==> config.mk <==
export PLATFORM = sky130hd
export DESIGN_NAME = alu_share_arb
export DESIGN_NICKNAME = d
export VERILOG_FILES = /design/src/rtl/alu_share_arb_pkg.sv /design/src/rtl/alu_rr_pick.sv /design/src/rtl/alu_share_arb.sv
export SDC_FILE = /design/constraint.sdc
export NUM_CORES = 1
export LEC_CHECK = 0
export ABC_AREA = 1
export BUFFER_PORTS_ARGS = -buffer_cell sky130_fd_sc_hd__buf_2
export CORE_AREA = 2 2 165 167
export CTS_BUF_LIST = sky130_fd_sc_hd__clkbuf_4 sky130_fd_sc_hd__clkbuf_8
export CTS_CLUSTER_SIZE = 28
export DETAILED_ROUTE_END_ITERATION = 8
export DIE_AREA = 0 0 167 169
export SYNTH_ARGS = -nofsm -noshare
export SYNTH_HDL_FRONTEND = slang
export SYNTH_SLANG_ARGS = --single-unit
==> constraint.sdc <==
create_clock -name clk -period 9.3 [get_ports clk]
set_input_delay 2.79 -clock clk [delete_from_list [all_inputs] [get_ports clk]]
set_output_delay 2.79 -clock clk [all_outputs]
set_load 0.02 [all_outputs]
==> src/rtl/alu_share_arb_pkg.sv <==
// rtl/alu_share_arb_pkg.sv - shared widths and FSM encodings for the ALU sharing arbiter.
package alu_share_arb_pkg;
    localparam int WIDTH = 32;
    localparam int SELECT_WIDTH = 3;
    localparam int CNT_W = 3;

    typedef enum logic [1:0] {
        IDLE = 2'd0,
        BUSY = 2'd1,
        RESP = 2'd2
    } state_t;
endpackage

==> src/rtl/alu_rr_pick.sv <==
// rtl/alu_rr_pick.sv - grant index pick; round-robin from ptr, or lowest-index-wins
// when ALU_SHARE_ARB_FIXED_PRIO_EN is defined.
module alu_rr_pick #(
    parameter int NUM_REQ = 4,
    parameter int IDX_W = 2
) (
    input  logic [NUM_REQ-1:0] valid,
    input  logic [IDX_W-1:0]   ptr,
    output logic [IDX_W-1:0]   idx,
    output logic               found
);
`ifdef ALU_SHARE_ARB_FIXED_PRIO_EN
    always_comb begin
        idx = '0;
        found = 1'b0;
        for (int i = NUM_REQ - 1; i >= 0; i--) begin
            if (valid[i]) begin
                idx = IDX_W'(i);
                found = 1'b1;
            end
        end
    end
`else
    logic [NUM_REQ-1:0] rot;

    // rot[i] is the requester i positions above the pointer, wrapping.
    assign rot = NUM_REQ'({valid, valid} >> ptr);

    always_comb begin
        idx = '0;
        found = 1'b0;
        for (int i = NUM_REQ - 1; i >= 0; i--) begin
            if (rot[i]) begin
                idx = IDX_W'((int'(ptr) + i) % NUM_REQ);
                found = 1'b1;
            end
        end
    end
`endif
endmodule

==> src/rtl/alu_share_arb.sv <==
// rtl/alu_share_arb.sv - round-robin share of one registered ALU among NUM_REQ requesters,
// one op in flight; ALU_SHARE_ARB_FIXED_PRIO_EN selects fixed-priority arbitration.
module alu_share_arb
    import alu_share_arb_pkg::*;
#(
    parameter int NUM_REQ = 4,
    parameter int ALU_LAT = 1,
    parameter int IDX_W = 2
) (
    input  logic                          clk,
    input  logic                          rst,
    input  logic [NUM_REQ-1:0]            req_valid,
    output logic [NUM_REQ-1:0]            req_ready,
    input  logic [NUM_REQ*WIDTH-1:0]      req_a,
    input  logic [NUM_REQ*WIDTH-1:0]      req_w,
    input  logic [NUM_REQ-1:0]            req_cin,
    input  logic [NUM_REQ*SELECT_WIDTH-1:0] req_s,
    output logic [NUM_REQ-1:0]            rsp_valid,
    input  logic [NUM_REQ-1:0]            rsp_ready,
    output logic [WIDTH-1:0]              rsp_d,
    output logic                          rsp_cout,
    output logic [WIDTH-1:0]              alu_a,
    output logic [WIDTH-1:0]              alu_w,
    output logic                          alu_cin,
    output logic [SELECT_WIDTH-1:0]       alu_s,
    input  logic [WIDTH-1:0]              alu_d,
    input  logic                          alu_cout
);
    state_t           state;
    logic [IDX_W-1:0] ptr;
    logic [IDX_W-1:0] gnt;
    logic [IDX_W-1:0] pick_idx;
    logic             pick_found;
    logic [CNT_W-1:0] cnt;
    logic [IDX_W-1:0] next_ptr;

    alu_rr_pick #(.NUM_REQ(NUM_REQ), .IDX_W(IDX_W)) u_pick (
        .valid(req_valid),
        .ptr  (ptr),
        .idx  (pick_idx),
        .found(pick_found)
    );

`ifdef ALU_SHARE_ARB_FIXED_PRIO_EN
    assign next_ptr = '0;
`else
    assign next_ptr = (gnt == IDX_W'(NUM_REQ - 1)) ? '0 : gnt + 1'b1;
`endif

    always_comb begin
        req_ready = '0;
        if (!rst && state == IDLE && pick_found) req_ready[pick_idx] = 1'b1;
    end

    always_ff @(posedge clk or posedge rst) begin
        if (rst) begin
            state     <= IDLE;
            ptr       <= '0;
            gnt       <= '0;
            cnt       <= '0;
            alu_a     <= '0;
            alu_w     <= '0;
            alu_cin   <= 1'b0;
            alu_s     <= '0;
            rsp_d     <= '0;
            rsp_cout  <= 1'b0;
            rsp_valid <= '0;
        end else begin
            case (state)
                IDLE: if (pick_found) begin
                    alu_a   <= req_a[WIDTH*pick_idx +: WIDTH];
                    alu_w   <= req_w[WIDTH*pick_idx +: WIDTH];
                    alu_cin <= req_cin[pick_idx];
                    alu_s   <= req_s[SELECT_WIDTH*pick_idx +: SELECT_WIDTH];
                    gnt     <= pick_idx;
                    cnt     <= CNT_W'(ALU_LAT);
                    state   <= BUSY;
                end
                BUSY: begin
                    cnt <= cnt - 1'b1;
                    // Count 1 means the ALU output settled on the held operands.
                    if (cnt == CNT_W'(1)) begin
                        rsp_d          <= alu_d;
                        rsp_cout       <= alu_cout;
                        rsp_valid[gnt] <= 1'b1;
                        state          <= RESP;
                    end
                end
                RESP: if (rsp_ready[gnt]) begin
                    rsp_valid <= '0;
                    ptr       <= next_ptr;
                    state     <= IDLE;
                end
                default: state <= IDLE;
            endcase
        end
    end

    for (genvar i = 0; i < NUM_REQ; i++) begin : g_hold_chk
        hold_valid: assert property (@(posedge clk) disable iff (rst)
            (req_valid[i] && !req_ready[i]) |=> req_valid[i]);
    end
endmodule
; Yosys cells after proc, flatten, opt, wreduce, memory -nomap -nowiden
; Index checks and enable logic that the tools add are counted.
[classes]
addsub = 5
multipliers = 1
magnitude_cmp = 4
eq_ne = 7
shifts = 4
n_mux = 27
n_bitwise = 1
reduce_logical = 14
[op_table]
columns = cell, n
row1 = 128-bit by 8-bit variable part select with 32-bit output, 2
row2 = 2-bit 2-to-1 mux, 8
row3 = 4-bit 2-to-1 mux, 3
row4 = 12-bit by 5-bit variable part select with 3-bit output, 1
row5 = 1-bit 2-to-1 mux, 8
row6 = 4-bit case mux with 2 select lines, 1
row7 = 2-bit AND reduction, 4
row8 = 8-bit by 2-bit >> shifter with 4-bit output, 1
row9 = "2-bit by 3-bit < comparator with 1-bit output, second input constant", 2
row10 = "2-bit != test, second input constant", 3
row11 = 2-bit case mux with 3 select lines, 1
row12 = 3-bit case mux with 2 select lines, 1
row13 = 3-bit AND reduction, 2
row14 = "2-bit by 1-bit adder with 2-bit output, second input constant", 2
row15 = "2-bit adder, second input constant", 2
row16 = 1-bit binary-select mux with 2-bit select, 2
row17 = 1-bit demux with 2-bit select, 2
row18 = "2-bit == test, second input constant", 2
row19 = "2-bit by 1-bit greater-or-equal comparator with 1-bit output, second input constant", 2
row20 = 1-bit logical AND, 4
row21 = "2-bit by 2-bit multiplier with 4-bit output, first input constant", 1
row22 = 4-bit OR, 1
row23 = 2-bit nonzero test, 2
row24 = "3-bit by 1-bit == test with 1-bit output, second input constant", 1
row25 = 5 further kinds, 5
[totals]
register_bits = 114
out_inout_bits = 109
wordCells = 74

; Depth between registers and ports, before layout
; Gate-level depths: netlist (run 1).
[logic_depth]
word_depth = 10
ltp_mapped = 15
mapped_depth_nobuf = 12

; Cells and area by module
; From an unflattened synthesis (run 1), not the netlist that was laid out.
[hier_totals]
cells_unflattened = 1095
area_unflattened_um2 = 7128.1
[modules_own_cells]
columns = module, n_inst, cells_per_inst, area_per_inst_um2, seq_area_each_um2
row1 = alu_share_arb, 1, 1046, 6877.8, 2852.7
row2 = alu_rr_pick, 1, 49, 250.2, 0.0

; Worst setup path before layout (run 1)
; OpenSTA, ideal clock, no wires.
[synth_timing]
kind = input port to output port
from = in rst
to = out req_ready[0]
arrival_time_ns = 6.135
setup_slack_ns = 0.375
cell_stages = 3
path_cell_list = inv_1 nand2_1 nor3_1
[synth_via]
elab_chain_cells = 4
[synth_lines]
columns = element, line_no
row1 = from (decl), alu_share_arb.sv:11  ; input logic rst,
row2 = 1-bit logical NOT (no source line), --
row3 = 1-bit logical AND (2 in series), alu_share_arb.sv:52  ; if (!rst && state == IDLE && pick_found) req_ready[pick_idx] = 1'b1;
row4 = 4-bit 2-to-1 mux, alu_share_arb.sv:52
row5 = to (decl), alu_share_arb.sv:13  ; output logic [NUM_REQ-1:0] req_ready,
; No other way between the ends.

; Final worst setup path (run 1)
[layout_timing]
from = in req_valid[3]
to = out req_ready[2]
[layout_via]
elab_chain_cells = 10
[layout_lines]
columns = element, line_no
row1 = from (decl), alu_share_arb.sv:12  ; input logic [NUM_REQ-1:0] req_valid,
row2 = 8-bit by 2-bit >> shifter with 4-bit output *, alu_rr_pick.sv:27  ; assign rot = NUM_REQ'({valid, valid} >> ptr);
row3 = 2-bit 2-to-1 mux (4 in series), alu_rr_pick.sv:33  ; if (rot[i]) begin
row4 = 2-bit by 3-bit < comparator with 1-bit output (not written as such) or 2-bit by 1-bit greater-or-equal comparator with 1-bit output (tied branches), alu_share_arb.sv:52
row5 = 1-bit logical AND (not written as such), alu_share_arb.sv:52
row6 = 1-bit 2-to-1 mux (not written as such), alu_share_arb.sv:52
row7 = 1-bit demux with 2-bit select, alu_share_arb.sv:52
row8 = 4-bit 2-to-1 mux *, alu_share_arb.sv:52
; Mark *: on every way between the ends. The rest lies on a longest branch, timed or not.

==> results of run 1 <==
-- placed cells by master (no fill, tap or decap) --
cell	synthesis	routed
buf_2	45	423
nand2_1	308	307
nand3_1	271	270
dfrtp_1	114	114
inv_1	93	92
nand3b_1	68	68
mux2_2	33	33
clkbuf_8	0	17
nor2_1	15	15
nand3_2	11	11
buf_4	11	11
o21ai_0	9	9
ha_1	6	6
inv_8	0	6
inv_6	0	4
nand2_4	1	3
bufinv_16	0	3
inv_4	1	2
inv_2	2	2
a21oi_1	2	2
nor3_1	2	2
clkinv_4	0	2
nand2_2	2	1
nand3_4	0	1
o21bai_1	1	1
a21boi_4	0	1
a21oi_4	1	1
a32o_1	1	1
o22ai_1	1	1
xor2_1	1	1
-- per-layer routing --
| metal | vias to the layer above | track usage | share of wire |
|---|---|---|---|
| met5 | - | 0 | 0 |
| met4 | 0 | 0.04048 | 0.0086 |
| met3 | 16 | 0.03975 | 0.064 |
| met2 | 340 | 0.3306 | 0.50 |
| met1 | 3852 | 0.2345 | 0.42 |
| li1 | 4074 | - | - |
-- sequential cells by signal, indices dropped and copies added (netlist names) --
register   flops
alu_cin        1
alu_w         32
alu_s          3
cnt            3
rsp_valid      4
alu_a         32
ptr            2
state          2
rsp_cout       1
rsp_d         32
gnt            2
-- stage by stage --
stage,instance area [um^2],utilization
after global routing,10110,0.3814
final,10110,0.3814
after floorplan,7451,-
after detailed placement,9662,0.3646
after CTS,10110,0.3814
after global placement,9662,0.3646
-- logic make-up after synthesis --
kind of cell | count (synthesis) | synth area share
and+or+nand+nor | 678 | 0.4326
muxes | 33 | 0.04987
AOI/OAI and AO/OA | 16 | 0.01377
xor gates and xnor gates | 1 | 0.001176
buffers and inverters | 175 | 0.1097
DFF | 114 | 0.3829
adders and majority gates | 6 | 0.01008
-- worst reg2reg max path, cell delays in order, from the launching register on --
cell and delay [ns]:
dfrtp_1 0.58, inv_4 0.09, nand2_1 0.09, nand3_1 0.11, nand2_1 0.13, nand2_1 0.11
nand2_1 0.11, nand2_4 0.37, nand2_4 0.49, buf_4 0.52, buf_4 0.64, nand2_1 0.16
nand2_1 0.17, nand3_1 0.09, nand3_1 0.10
-- path summary, 6_finish.rpt --
path	start	end	slack, ns	depth (start not counted)
setup reg to reg	ptr[0]$_DFFE_PP0P_	alu_a[15]$_DFFE_PP0P_	5.48	14
min in group asynchronous	rst	alu_cin$_DFFE_PP0P_	2.44	2
max in group asynchronous	rst	rsp_d[12]$_DFFE_PP0P_	5.50	3
hold reg to reg	alu_a[0]$_DFFE_PP0P_	alu_a[0]$_DFFE_PP0P_	0.50	2
hold / removal	alu_a[0]$_DFFE_PP0P_	alu_a[0]$_DFFE_PP0P_	0.50	2
setup / recovery	req_valid[3]	req_ready[2]	1.61	13
-- cell type report --
class	count	area [um^2]	share of cell area
Sequential cell	114	2853	0.2823
Clock buffer	17	234.0	0.02315
Tap cell	341	426.7	0.04222
Inverter	96	365.4	0.03615
Multi-Input combinational cell	734	3817	0.3777
Clock inverter	15	210.2	0.02080
Timing Repair Buffer	434	2200	0.2177
-- report_power, final --
| part | switching [W] | internal, W |
|---|---|---|
| logic | 0.00183 | 0.000831 |
| clock network | 0.000263 | 0.000281 |
| registers | 0.000139 | 0.000761 |
| total | 0.00223 | 0.00187 |
-- synth_stat cells --
master and count:
nand2_2 2, a21oi_4 1, dfrtp_1 114, clkbuf_1 15
buf_4 11, a32o_1 1, o22ai_1 1, inv_4 1
inv_2 2, inv_1 93, o21bai_1 1, xor2_1 1
ha_1 6, a21oi_1 2, a21boi_0 1, nand3_2 11
nand2_1 308, buf_6 8, buf_2 45, mux2_2 33
nand2_4 1, nand3_1 271, nor2_1 15, nor3_1 2
nand3b_1 68, o21ai_0 9
==> metrics.txt, run 1 <==
setup slack after layout 1.612 ns; initial antenna violation count 0; Fillers around 2,900; GPL Wtd Cong ~0.84; Slew Limit Fails 0; DIE WIDTH ~170 um; Top Ports 424; post_cts resized 0; Cells after DPL 1,719; most frequent CP cell nand2_1; Detailed Place HPWL 19.26 mm; final cycle utilization of the critical path 0.8266; crit path launch type input port; setup_tns 0 ns; CTS root buf clkbuf_8; post-detailed-route via-to-cell ratio 4.730; Net Count, Synth 1,344; diode count 0; critical path's top delay family simple AND/OR/NAND/NOR gates; mapped cell area about 0.0075 mm^2; crit path kind in -> out; CTS tree yes; pre-CTS WS ~1.6 ns; Max stage delay on crit path ~0.5 ns; outcome finished, final reports clean; Final min period around 7.7 ns; clk_lat worst skew 0.43 ns; WL final 27.22 mm; first-pass GRT wire length 42.09 mm; Seq cells post-synth 114; PwrDens 406.0 mW/mm^2; LEAKAGE 5.671 nW; DR pass1 iterations 5; hold buffer count at cts 0; synth-to-layout area growth 35.63%; PortBufs 423; total grt overflow 0; final instance count without filler cells 1,751; yosys warns 0; largest net degree at the start of global routing 79; wire per inst about 16 um; core area about 0.027 mm^2; crit path DAT 4.90 ns; DR iter-0 viols 504; clk buf depth 2; Final setup viols 0; Crit Path Max Fanout 60; slew margin rel. 0.3876; Synth cell types 26; hold crit path type reg -> reg; Slew @ Worst Pin between 0.9 and 1 ns; initial core utilization 0.2812; vias in the first global route 7,858; slowest CP cell nand2_4; Mean Syn Cell Area roughly 7.3 um^2; Die H 169 um; CTS sink cnt roughly 110; maximum VDD drop 0.0002256 V; Routed Antenna Nets 0; RSZ-0062 raised after global routing no; highest clock rate about 0.13 GHz; GRT Resource Usage Total 0.1870; nets between 1,500 and 2,000; Critical Path RT 6.51 ns; Area contributors post-synth dfrtp_1 (38%), nand3_1 (18%), nand2_1 (16%), nand3b_1 (6.9%), mux2_2 (5.0%); final hold violations 0; drc violations 0; Synth area leader dfrtp_1; Clk pin slew, worst setup/hold paths ~0.080 ns; final hold slack 0.4955 ns; CP cell instances buf_2, inv_1, nand2_1, nand3_1, nand2_1, nand2_1, nand2_1, nand2_4, nand2_4, inv_1, nand2_1, nor2_1, buf_2; Tot Pwr 0.004103 W; Fin Clk Skew 0.02357 ns; TritonCTS buffer count 17; via count 8,282; Cell Rows 60; share of cells above drive strength 1 0.3695; register area share after synthesis 0.3829; htree depth 4; Crit. End Element output pin; CP bufs+invs 4; die area 0.02822 mm^2; Mapped Cells 1,023; Post-CTS Setup Bufs 0; Synth top area share 0.3829; max-cap violation count 0
No activity file was read; power rests on OpenSTA's default activity.
==> run 2, diff against run 1 <==
--- a/config.mk
+++ b/config.mk
@@ -7,11 +7,11 @@
 export LEC_CHECK = 0
 export ABC_AREA = 1
 export BUFFER_PORTS_ARGS = -buffer_cell sky130_fd_sc_hd__buf_2
-export CORE_AREA = 2 2 165 167
+export CORE_AREA = 2 2 163 165
 export CTS_BUF_LIST = sky130_fd_sc_hd__clkbuf_4 sky130_fd_sc_hd__clkbuf_8
 export CTS_CLUSTER_SIZE = 28
 export DETAILED_ROUTE_END_ITERATION = 8
-export DIE_AREA = 0 0 167 169
+export DIE_AREA = 0 0 165 167
 export SYNTH_ARGS = -nofsm -noshare
 export SYNTH_HDL_FRONTEND = slang
 export SYNTH_SLANG_ARGS = --single-unit
==> constraint.sdc (replaced) <==
create_clock -name clk -period 6.5 [get_ports clk]
set_input_delay 1.95 -clock clk [delete_from_list [all_inputs] [get_ports clk]]
set_output_delay 1.95 -clock clk [all_outputs]
set_load 0.02 [all_outputs]
==> run 2 against run 1 <==
Utilization up 0.97 points. Via count up 0.25%. Global-route usage up 0.40 points. Worst hold slack worse by 0.0036 ns. Final cell count about the same. Combinational power up 43%. Sequential share of layout area up 0.087 points. Largest cell class unchanged. Sequential cell count unchanged. Critical endpoint is now req_ready[1]. Clock power up 27%. Count of clock-buffer cells in the layout unchanged. Critical path depth down 1. Wire length up 0.25%.
==> metrics.txt, run 2 (synthesis gave the netlist of run 1 again) <==
total grt overflow 0; r2r endpoint alu_a[17]$_DFFE_PP0P_; Final setup viols 0; Fillers 2,803; final cycle utilization of the critical path 0.8219; Slew Limit Fails 0; CTS root buf clkbuf_8; TritonCTS buffer count 17; Fin Clk Skew approximately 0.015 ns; initial antenna violation count 3; crit path DAT 3.39 ns; Tot Pwr 0.005777 W; nets 1,721; Clk pin slew, worst setup/hold paths ~0.07 ns; crit path launch type input port; largest net degree at the start of global routing 88; PwrDens 573.4 mW/mm^2; sequential cell area 0.002853 mm^2; Top Ports 424; post_cts resized 0; hold buffer count at cts 0; DR iter-0 viols 395; Cell Rows 59; WL final between 20 and 30 mm; Int Pwr 0.002609 W; CTS sink cnt 114; DIE WIDTH about 170 um; hold crit path type reg -> reg; sequential power share 0.223; post-detailed-route via-to-cell ratio 4.745; Die H 167 um; CTS tree yes; clk buf depth 2; setup_tns 0 ns; initial core utilization 0.2892; Core Util, Final 0.3910; clock share of power 0.119; Post-CTS Setup Bufs 0; CP endpoint req_ready[1]; Crit Path Max Fanout 32; Detailed Place HPWL 19.46 mm; outcome finished, final reports clean; PortBufs 423; LEAKAGE 5.654 nW; clk_lat worst skew 0.44 ns; final instance count without filler cells ~1,800; combinational share of power 0.658; Reg2Reg Setup Slack 3.25 ns; FF-to-FF path depth 12; NetSw 0.003168 W; final hold violations 0; via count 8,303; Crit. End Element output pin; GPL Wtd Cong 0.8515; worst r2r src ptr[0]$_DFFE_PP0P_; first-pass GRT wire length 41.39 mm; Final min period 5.342 ns; Critical Path RT 4.55 ns; synth-to-layout area growth 35.21%; highest clock rate 0.1872 GHz; Critical Path Start req_valid[1]; DR pass1 iterations 4; Routed Antenna Nets 0; drc violations 0; wire per inst 15.59 um; htree depth 4; most frequent cells in the layout buf_2 (423), nand2_1 (307), nand3_1 (270); Cells after DPL approximately 1,700; die area 0.02756 mm^2; Largest regs alu_a x32, alu_w x32, rsp_d x32; switch share 0.5484; Slew @ Worst Pin 0.9923 ns; core area roughly 0.026 mm^2; commonest non-fill, non-tap cell in the layout buf_2; slew margin rel. 0.3370; GRT Resource Usage Total 0.1910; area of the multi-input gates 0.003817 mm^2; hold depth 2; maximum VDD drop around 0.0003 V; crit path kind in -> out; max-cap violation count 0; RSZ-0062 raised after global routing no; share of cells above drive strength 1 0.3708; final hold slack 0.4919 ns; vias in the first global route between 7,000 and 8,000
-- run 2: changes by cell type in the layout (fill, tap and decap cells not counted), sizes merged --
| cell | before | now |
|---|---|---|
| diode | 0 | 2 |
| clkinvlp | 0 | 2 |
| bufinv | 3 | 1 |
| buf | 434 | 437 |
-- run 2: stage by stage --
step / setup slack [ns] / instance area, um^2
finish: 1.158 / 10070
global route: 0.9818 / 10070
CTS: 1.147 / 10070
detailed placement: 1.153 / 9678
global placement: 1.187 / 9678
floorplan: 0.3972 / 7455
-- run 2: area by class of cell --
type                    count  share of cell area
multi-input cells         734              0.3789
flip-flops and latches    114              0.2832
repair buffers            437              0.2206
well taps                 335             0.04160
inverters                  96             0.03639
clock buffers              17             0.02322
clock inverters            15             0.01565
diodes                      2           0.0004968
-- run 2: worst min path at each step --
stage	from	endpoint	slack (ns)
after detailed placement	alu_w[30]$_DFFE_PP0P_	alu_w[30]$_DFFE_PP0P_	0.48
after CTS	alu_w[30]$_DFFE_PP0P_	alu_w[30]$_DFFE_PP0P_	0.50
after floorplan	cnt[1]$_DFFE_PP0P_	cnt[1]$_DFFE_PP0P_	0.51
final	alu_w[30]$_DFFE_PP0P_	alu_w[30]$_DFFE_PP0P_	0.49
after global routing	alu_w[26]$_DFFE_PP0P_	alu_w[26]$_DFFE_PP0P_	0.52
after global placement	alu_w[11]$_DFFE_PP0P_	alu_w[11]$_DFFE_PP0P_	0.47
-- run 2: worst max-delay path, cell delays in order --
cell and delay (ns):
buf_2 0.09, inv_1 0.04, nand2_1 0.08, nand3_1 0.10, nand2_1 0.09, nand2_1 0.10, nand2_1 0.12, nand2_4 0.06
nand2_4 0.28, inv_1 0.11, nor3_1 0.18, buf_2 0.19
-- run 2: power groups by stage --
stage	logic [W]	clock network (W)	registers, W
after detailed placement	0.00387	0	0.00129
final	0.00380	0.000690	0.00129
after global routing	0.00424	0.000756	0.00133
after global placement	0.00384	0	0.00129
after floorplan	0.00246	0	0.00167
after CTS	0.00387	0.000722	0.00129
-- run 2: metal layers --
layer,share of wire,routed length [um],up-vias,track usage
li1,-,-,4087,-
met2,0.48,13220,318,0.3208
met5,0.00048,13,-,0
met4,0.016,448,2,0.05331
met3,0.069,1875,30,0.04682
met1,0.43,11730,3866,0.2425
==> run 3, diff against run 2 <==
==> constraint.sdc (replaced) <==
create_clock -name clk -period 4.9 [get_ports clk]
set_input_delay 1.47 -clock clk [delete_from_list [all_inputs] [get_ports clk]]
set_output_delay 1.47 -clock clk [all_outputs]
set_load 0.02 [all_outputs]
==> run 3 against run 2 <==
Sequential power grew 33%. Register-to-register slack lost 1.6 ns. Combinational power grew 33%. Sequential share of layout area shrank 0.22 points. Critical path type unchanged. Largest power group unchanged.
==> metrics.txt, run 3 (synthesis gave the netlist of run 1 again) <==
Tot Pwr 0.007866 W; htree depth 4; clk buf depth 2; initial core utilization 0.2892; Top Ports 424; diode count 0; clk_lat worst skew 0.43 ns; Largest regs alu_a x32, alu_w x32, rsp_d x32; core area 0.02576 mm^2; max-cap violation count 0; first-pass GRT wire length 41.11 mm; LEAKAGE 5.695 nW; Clk pin slew, worst setup/hold paths 0.07 ns; CP bufs+invs 3; total grt overflow 0; crit path launch type input port; Post-CTS Setup Bufs 0; Slew @ Worst Pin 0.9599 ns; final cycle utilization of the critical path 0.8998; largest net degree at the start of global routing between 90 and 100; wire per inst 15.54 um; fin area between 0.01 and 0.015 mm^2; RSZ-0062 raised after global routing no; Slew Limit Fails 0; synth-to-layout area growth 36.29%; DIE WIDTH between 150 and 200 um; final instance count without filler cells 1,748; DR iter-0 viols 562; maximum VDD drop 0.0003937 V; most frequent CP cell nand2_1; CP cell instances buf_2, nand2_1, nand3_1, nand2_1, nand2_1, nand2_1, nand2_4, nand2_4, inv_1, nor3_1, buf_2; Fin Clk Skew ~0.013 ns; Fillers 2,724; final hold violations 0; critical path's top delay family simple AND/OR/NAND/NOR gates; vias in the first global route 7,865; Max stage delay on crit path 0.28 ns; Final setup viols 0; crit path kind in -> out; CTS tree yes; Cells after DPL 1,716; hold buffer count at cts 0; WL final 27.17 mm; Crit Path Max Fanout 30; Critical Path RT roughly 3.4 ns; post-detailed-route via-to-cell ratio 4.780; PortBufs 423; Routed Antenna Nets 0; CTS root buf clkbuf_8; crit path DAT 2.94 ns; hold crit path type reg -> reg; placed cell area 0.009678 mm^2; die area about 0.028 mm^2; slowest CP cell nand2_4; outcome finished, final reports clean; drc violations 0; Crit. End Element output pin; slew margin rel. 0.3600; Core Util, Final 0.3942; share of cells above drive strength 1 0.3708; PwrDens 774.6 mW/mm^2; Detailed Place HPWL 19.36 mm; Cell Rows 59; most frequent cells in the layout buf_2 (423), nand2_1 (307), nand3_1 (270); initial antenna violation count 2; final hold slack 0.4914 ns; Die H 167 um; GPL Wtd Cong 0.8727; GRT Resource Usage Total 0.1902; TritonCTS buffer count 17; commonest non-fill, non-tap cell in the layout buf_2; via count about 8,400; post_cts resized 0; Final min period 4.409 ns; highest clock rate 0.2268 GHz; nets approximately 1,700; CTS sink cnt 114; DR pass1 iterations 7
==> run 3: cell count changes in the layout (fill, tap and decap cells not counted), sizes merged <==
cell      before  now
clkinv         2    1
clkinvlp       2    1
diode          2    0
bufinv         1    5
inv          106  104
==> run 3: final timing paths <==
path,start,endpoint,slack [ns],depth (start not counted)
max,req_valid[0],req_ready[1],0.49,11
max reg2reg,ptr[0]$_DFFE_PP0P_,alu_a[21]$_DFFE_PP0P_,1.65,14
min reg2reg,alu_a[31]$_DFFE_PP0P_,alu_a[31]$_DFFE_PP0P_,0.49,2
max in group asynchronous,rst,alu_a[31]$_DFFE_PP0P_,2.30,4
min,alu_a[31]$_DFFE_PP0P_,alu_a[31]$_DFFE_PP0P_,0.49,2
min in group asynchronous,rst,alu_w[31]$_DFFE_PP0P_,1.27,3
==> run 3: layer usage <==
layer  GRT usage  routed length (um)
met1      0.2300               11020
met2      0.3306               13570
met3     0.04558                1971
met4     0.05936                 575
met5           0                  30
==> run 3: metrics by stage <==
step                setup TNS [ns]  setup WS, ns
finish                           0        0.4911
global route                     0        0.3509
CTS                              0        0.4940
detailed placement               0        0.5037
global placement                 0        0.5382
floorplan                  -0.8490       -0.2126
==> run 3: layout make-up <==
type                    instances  area (um^2)  share of cell area
flip-flops and latches        114         2853              0.2809
multi-input cells             734         3817              0.3759
well taps                     335        419.2             0.04128
clock inverters                15        242.7             0.02390
clock buffers                  17        234.0             0.02304
inverters                      96        366.6             0.03610
repair buffers                437         2222              0.2188
==> run 3: worst register-to-register path, cell delays in order, from the launching register on <==
cell and delay [ns]:
dfrtp_1 0.56, inv_4 0.09, nand2_1 0.09, nand3_1 0.09, nand2_1 0.11, nand2_1 0.11
nand2_1 0.11, nand2_4 0.06, nand2_4 0.28, buf_4 0.45, buf_4 0.73, nand2_1 0.15
nand2_1 0.12, nand3_1 0.11, nand3_1 0.12
==> run 3: report_power, final <==
group          internal [W]  switching, W  total [W]
registers           0.00145      0.000265    0.00171
clock network      0.000625      0.000457    0.00108
logic               0.00159       0.00348    0.00507
total               0.00366       0.00420    0.00787
